$ cat src/rtl/arb4_sel.sv
// arb4_sel: 4-way round-robin arbiter with a hold limit and registered mux selects
module arb4_sel #(
  parameter int MAX_HOLD = 8,
  parameter int CNT_W = 4
) (
  input  logic       clk,
  input  logic       reset_n,
  input  logic [3:0] req,
  input  logic       done,
  output logic [3:0] gnt,
  output logic       s0,
  output logic       s1,
  output logic       busy,
  output logic       timeout
);
  typedef enum logic {IDLE, GRANT} state_t;
  state_t state, state_nx;
  logic [1:0] ptr, ptr_nx, own, own_nx, off, win;
  logic [CNT_W-1:0] hold, hold_nx;
  logic [3:0] gnt_nx;
  logic [5:0] dbl;
  logic [2:0] rot;
  logic to_nx, at_max, rel;
  // round-robin winner: rotate requests so ptr sits at bit 0, take the first set bit
  always_comb begin
    dbl = {req[1:0], req};
    rot = dbl[{1'b0, ptr} +: 3];
    off = rot[0] ? 2'd0 : rot[1] ? 2'd1 : rot[2] ? 2'd2 : 2'd3;
    win = ptr + off;
    at_max = hold == CNT_W'(MAX_HOLD);
    rel = done || !req[own] || at_max;
  end
  // next-state: arbitrate in IDLE, count and release in GRANT
  always_comb begin
    state_nx = state;
    gnt_nx = gnt;
    own_nx = own;
    ptr_nx = ptr;
    hold_nx = hold;
    to_nx = 1'b0;
    if (state == IDLE) begin
      if (|req) begin
        state_nx = GRANT;
        gnt_nx = 4'b0001 << win;
        own_nx = win;
        hold_nx = CNT_W'(1);
      end
    end else if (rel) begin
      state_nx = IDLE;
      gnt_nx = 4'b0000;
      ptr_nx = own + 2'd1;
      hold_nx = '0;
      to_nx = at_max && !done && req[own];
    end else begin
      hold_nx = hold + CNT_W'(1);
    end
  end
  // state register; reset clears everything without waiting for a clock
  always_ff @(posedge clk or negedge reset_n) begin
    if (!reset_n) begin
      state <= IDLE;
      gnt <= 4'b0000;
      own <= 2'd0;
      ptr <= 2'd0;
      hold <= '0;
      timeout <= 1'b0;
    end else begin
      state <= state_nx;
      gnt <= gnt_nx;
      own <= own_nx;
      ptr <= ptr_nx;
      hold <= hold_nx;
      timeout <= to_nx;
    end
  end
  assign busy = state == GRANT;
  assign s0 = own[0];
  assign s1 = own[1];
endmodule
$ cat config.mk
export PLATFORM = sky130hd
export DESIGN_NAME = arb4_sel
export DESIGN_NICKNAME = d
export VERILOG_FILES = /design/src/rtl/arb4_sel.sv
export SDC_FILE = /design/constraint.sdc
export NUM_CORES = 1
export LEC_CHECK = 0
export BUFFER_PORTS_ARGS = -buffer_cell sky130_fd_sc_hd__buf_2
export CORE_MARGIN = 2
export CORE_UTILIZATION = 58
export CTS_CLUSTER_SIZE = 24
export DETAILED_ROUTE_END_ITERATION = 7
export PLACE_DENSITY = 0.84
export SLEW_MARGIN = 5
export SYNTH_ARGS = -nofsm -noshare
export SYNTH_HDL_FRONTEND = slang
export SYNTH_SLANG_ARGS = --single-unit
$ cat constraint.sdc
create_clock -name clk -period 3.37 [get_ports clk]
set_input_delay 0.1685 -clock clk [delete_from_list [all_inputs] [get_ports clk]]
set_output_delay 0.1685 -clock clk [all_outputs]
set_load 0.02 [all_outputs]
==> metrics.txt <==
final count of pins violating max slew=0; number of setup buffers added after CTS=0; nets=112; Detailed Route Iter0 Violations=8; ant diodes=0; total clock buffers created by CTS=3; CTS Sinks=14; aggregate routed wire length=1619 um; Worst-Margin Slew=634.0 ps; die footprint=1858 um2; wire per inst=13.84 um; Longest Clk Path Bufs=2; Worst-Skew Late Latency=270 ps; global-route wire length before repair=2994 um; Worst Path Arrival=2220 ps; Synth Cell Area=887.1 um2; Synth area leader=dfrtp_1; Boundary Pins=15; Fillers=117; Post-Syn Nets=94; period utilization=61.18%; Fin Hold WS=304.4 ps; Rows=14; CP required=3530 ps; Largest stage delay, worst path=490 ps; Die Ht=43.11 um; Worst slew margin=57.38%; CTS clock-pin slew for the worst setup and hold paths=80 ps; crit-path max FO=10; Worst Hold Class=in2async; share of the synthesized area in the top cell type=39.49%; crit path kind=reg2reg; peak supply drop=0.5240 mV; Worst Setup End Kind=flop; Residual DRC=0; Distinct cells, synth=40; Starting Density=60.29%; Crit-path slowest cell=dfrtp_1; Post-Syn Instances=84; mean post-synth cell area=10.56 um2; CP bufs+invs=0; GRT Total Usage=20.87%; cell family with most CP delay=compound AO/OA/AOI/OAI gates; worst path cell trace=nor3b_1 > o21ai_0 > o211ai_1 > ha_1 > and2b_2 > o21ai_1 > nand4_4 > a32o_2; sequential area share after synthesis=39.49%; Fin Setup TNS=0 ps; CTS H-tree lvls=1; RSZ-0062 raised after global routing=no; largest net degree at the start of global routing=15; GPL Wtd Cong=0.7849; clock skew=0.9441 ps; core footprint=1471 um2; 1st-pass router iterations=4; Final min period=2062 ps; Area contributors post-synth=dfrtp_1 39%, ha_1 4.2%, mux2_2 3.8%; Max Cap Viol=0; Power Density=860.9 nW/um2; Critical path origin=ptr[0]; crit path launch type=flop; Vias=671; Static Leak=0.4935 nW; Clk Tree Root Cell=clkbuf_4; average vias per placed instance=5.735; FF-to-FF Start=ptr[0]; final hold viol count=0; global route overflow=0; vias in the first global route=687; fmax=485.1 MHz; endpoints failing setup=0; initial antenna violation count=0; run status=finished, final reports clean; Post-CTS Resized=0; CTS tree=yes; DRT antenna net count=0; Warnings, synthesis=0; Synth Register Bits=14; die width=43.11 um; hold_buf cts=1; area growth from synthesis to layout=13.26%; PortBufs=14; layout cells sized above 1=31.68%; DP Wirelength=1242 um; commonest cells after routing, fill and taps aside=14 x dfrtp_1, 14 x buf_2, 8 x nor2_1, 8 x nand2_1, 4 x o21ai_0
-- cell usage after synthesis (all sizes together) --
| master | instances |
|---|---|
| or4 | 1 |
| nor2b | 2 |
| and2b | 2 |
| o211a | 1 |
| o2bb2ai | 2 |
| nand4 | 1 |
| nor4 | 1 |
| nand2 | 8 |
| o21ai | 8 |
| inv | 3 |
| o31ai | 1 |
| a22oi | 1 |
| nand2b | 1 |
| buf | 2 |
| nand3 | 1 |
| mux2i | 1 |
| nor2 | 8 |
| a32o | 1 |
| nor3 | 1 |
| ha | 3 |
| mux2 | 6 |
| a21oi | 1 |
| a21o | 1 |
| nand3b | 1 |
| xnor2 | 1 |
| or3 | 2 |
| nor3b | 2 |
| dfrtp | 14 |
| o22ai | 1 |
| o211ai | 1 |
| xor2 | 1 |
| a22o | 3 |
| nor4b | 1 |
-- registers in the layout (all words and copies together), names as in the netlist --
| register | count |
|---|---|
| busy | 1 |
| ptr | 2 |
| hold | 4 |
| own | 2 |
| gnt | 4 |
| timeout | 1 |
-- path summary, 6_finish.rpt --
path,to,slack [ps],depth (start not counted)
worst max-delay path,gnt[3],1310,8
worst min-delay path,hold[1],300,2
worst max register to register,gnt[3],1310,8
worst min register to register,gnt[1],510,1
max in group asynchronous,gnt[2],2840,2
min in group clk,gnt[0],360,4
-- layer usage --
layer / GRT usage [%] / wire (um) / vias to the layer above
met2: 33.43 / 787 / 9
met1: 29.78 / 786 / 322
met4: 3.030 / 0 / 0
met3: 4.255 / 45 / 0
met5: 0 / 0 / -
li1: - / - / 340
-- logic make-up (layout without fill, tap and decap cells) --
| family | Yosys count | after routing | synth area share, % |
|---|---|---|---|
| and+or+nand+nor | 32 | 32 | 22.43 |
| AOI/OAI and AO/OA | 21 | 21 | 18.90 |
| DFF | 14 | 14 | 39.49 |
| muxes | 7 | 7 | 9.591 |
| buffers and inverters | 5 | 22 | 3.385 |
| adders and majority gates | 3 | 3 | 4.232 |
| xor gates and xnor gates | 2 | 2 | 1.975 |
-- stage by stage --
stage               power (W)  utilization (%)  instance area, um2  cells  setup WS, ps
floorplan           0.0006635                -               887.1     84          1463
global placement    0.0007308            65.14               958.4    112          1398
detailed placement  0.0007515            65.14               958.4    112          1292
CTS                 0.0008746            68.28                1005    117          1287
global route        0.0009459            68.28                1005    117          1103
finish              0.0008650            68.28                1005    117          1308
-- where the power goes --
group          internal, W  total [W]  leakage [nW]  switching [W]
registers         0.000223   0.000306         0.180      0.0000827
logic             0.000214   0.000443         0.292       0.000229
clock network    0.0000655   0.000116        0.0210      0.0000508
total             0.000503   0.000865         0.493       0.000362
-- final cells by class --
type	count	area, um2	share of cell area (%)
multi-input cells	65	506.7	50.44
inverters	3	11.26	1.121
well taps	16	20.02	1.993
repair buffers	15	80.08	7.970
flip-flops and latches	14	350.3	34.87
clock buffers	4	36.28	3.611
Note: power is estimated with default switching activity, not from simulation.
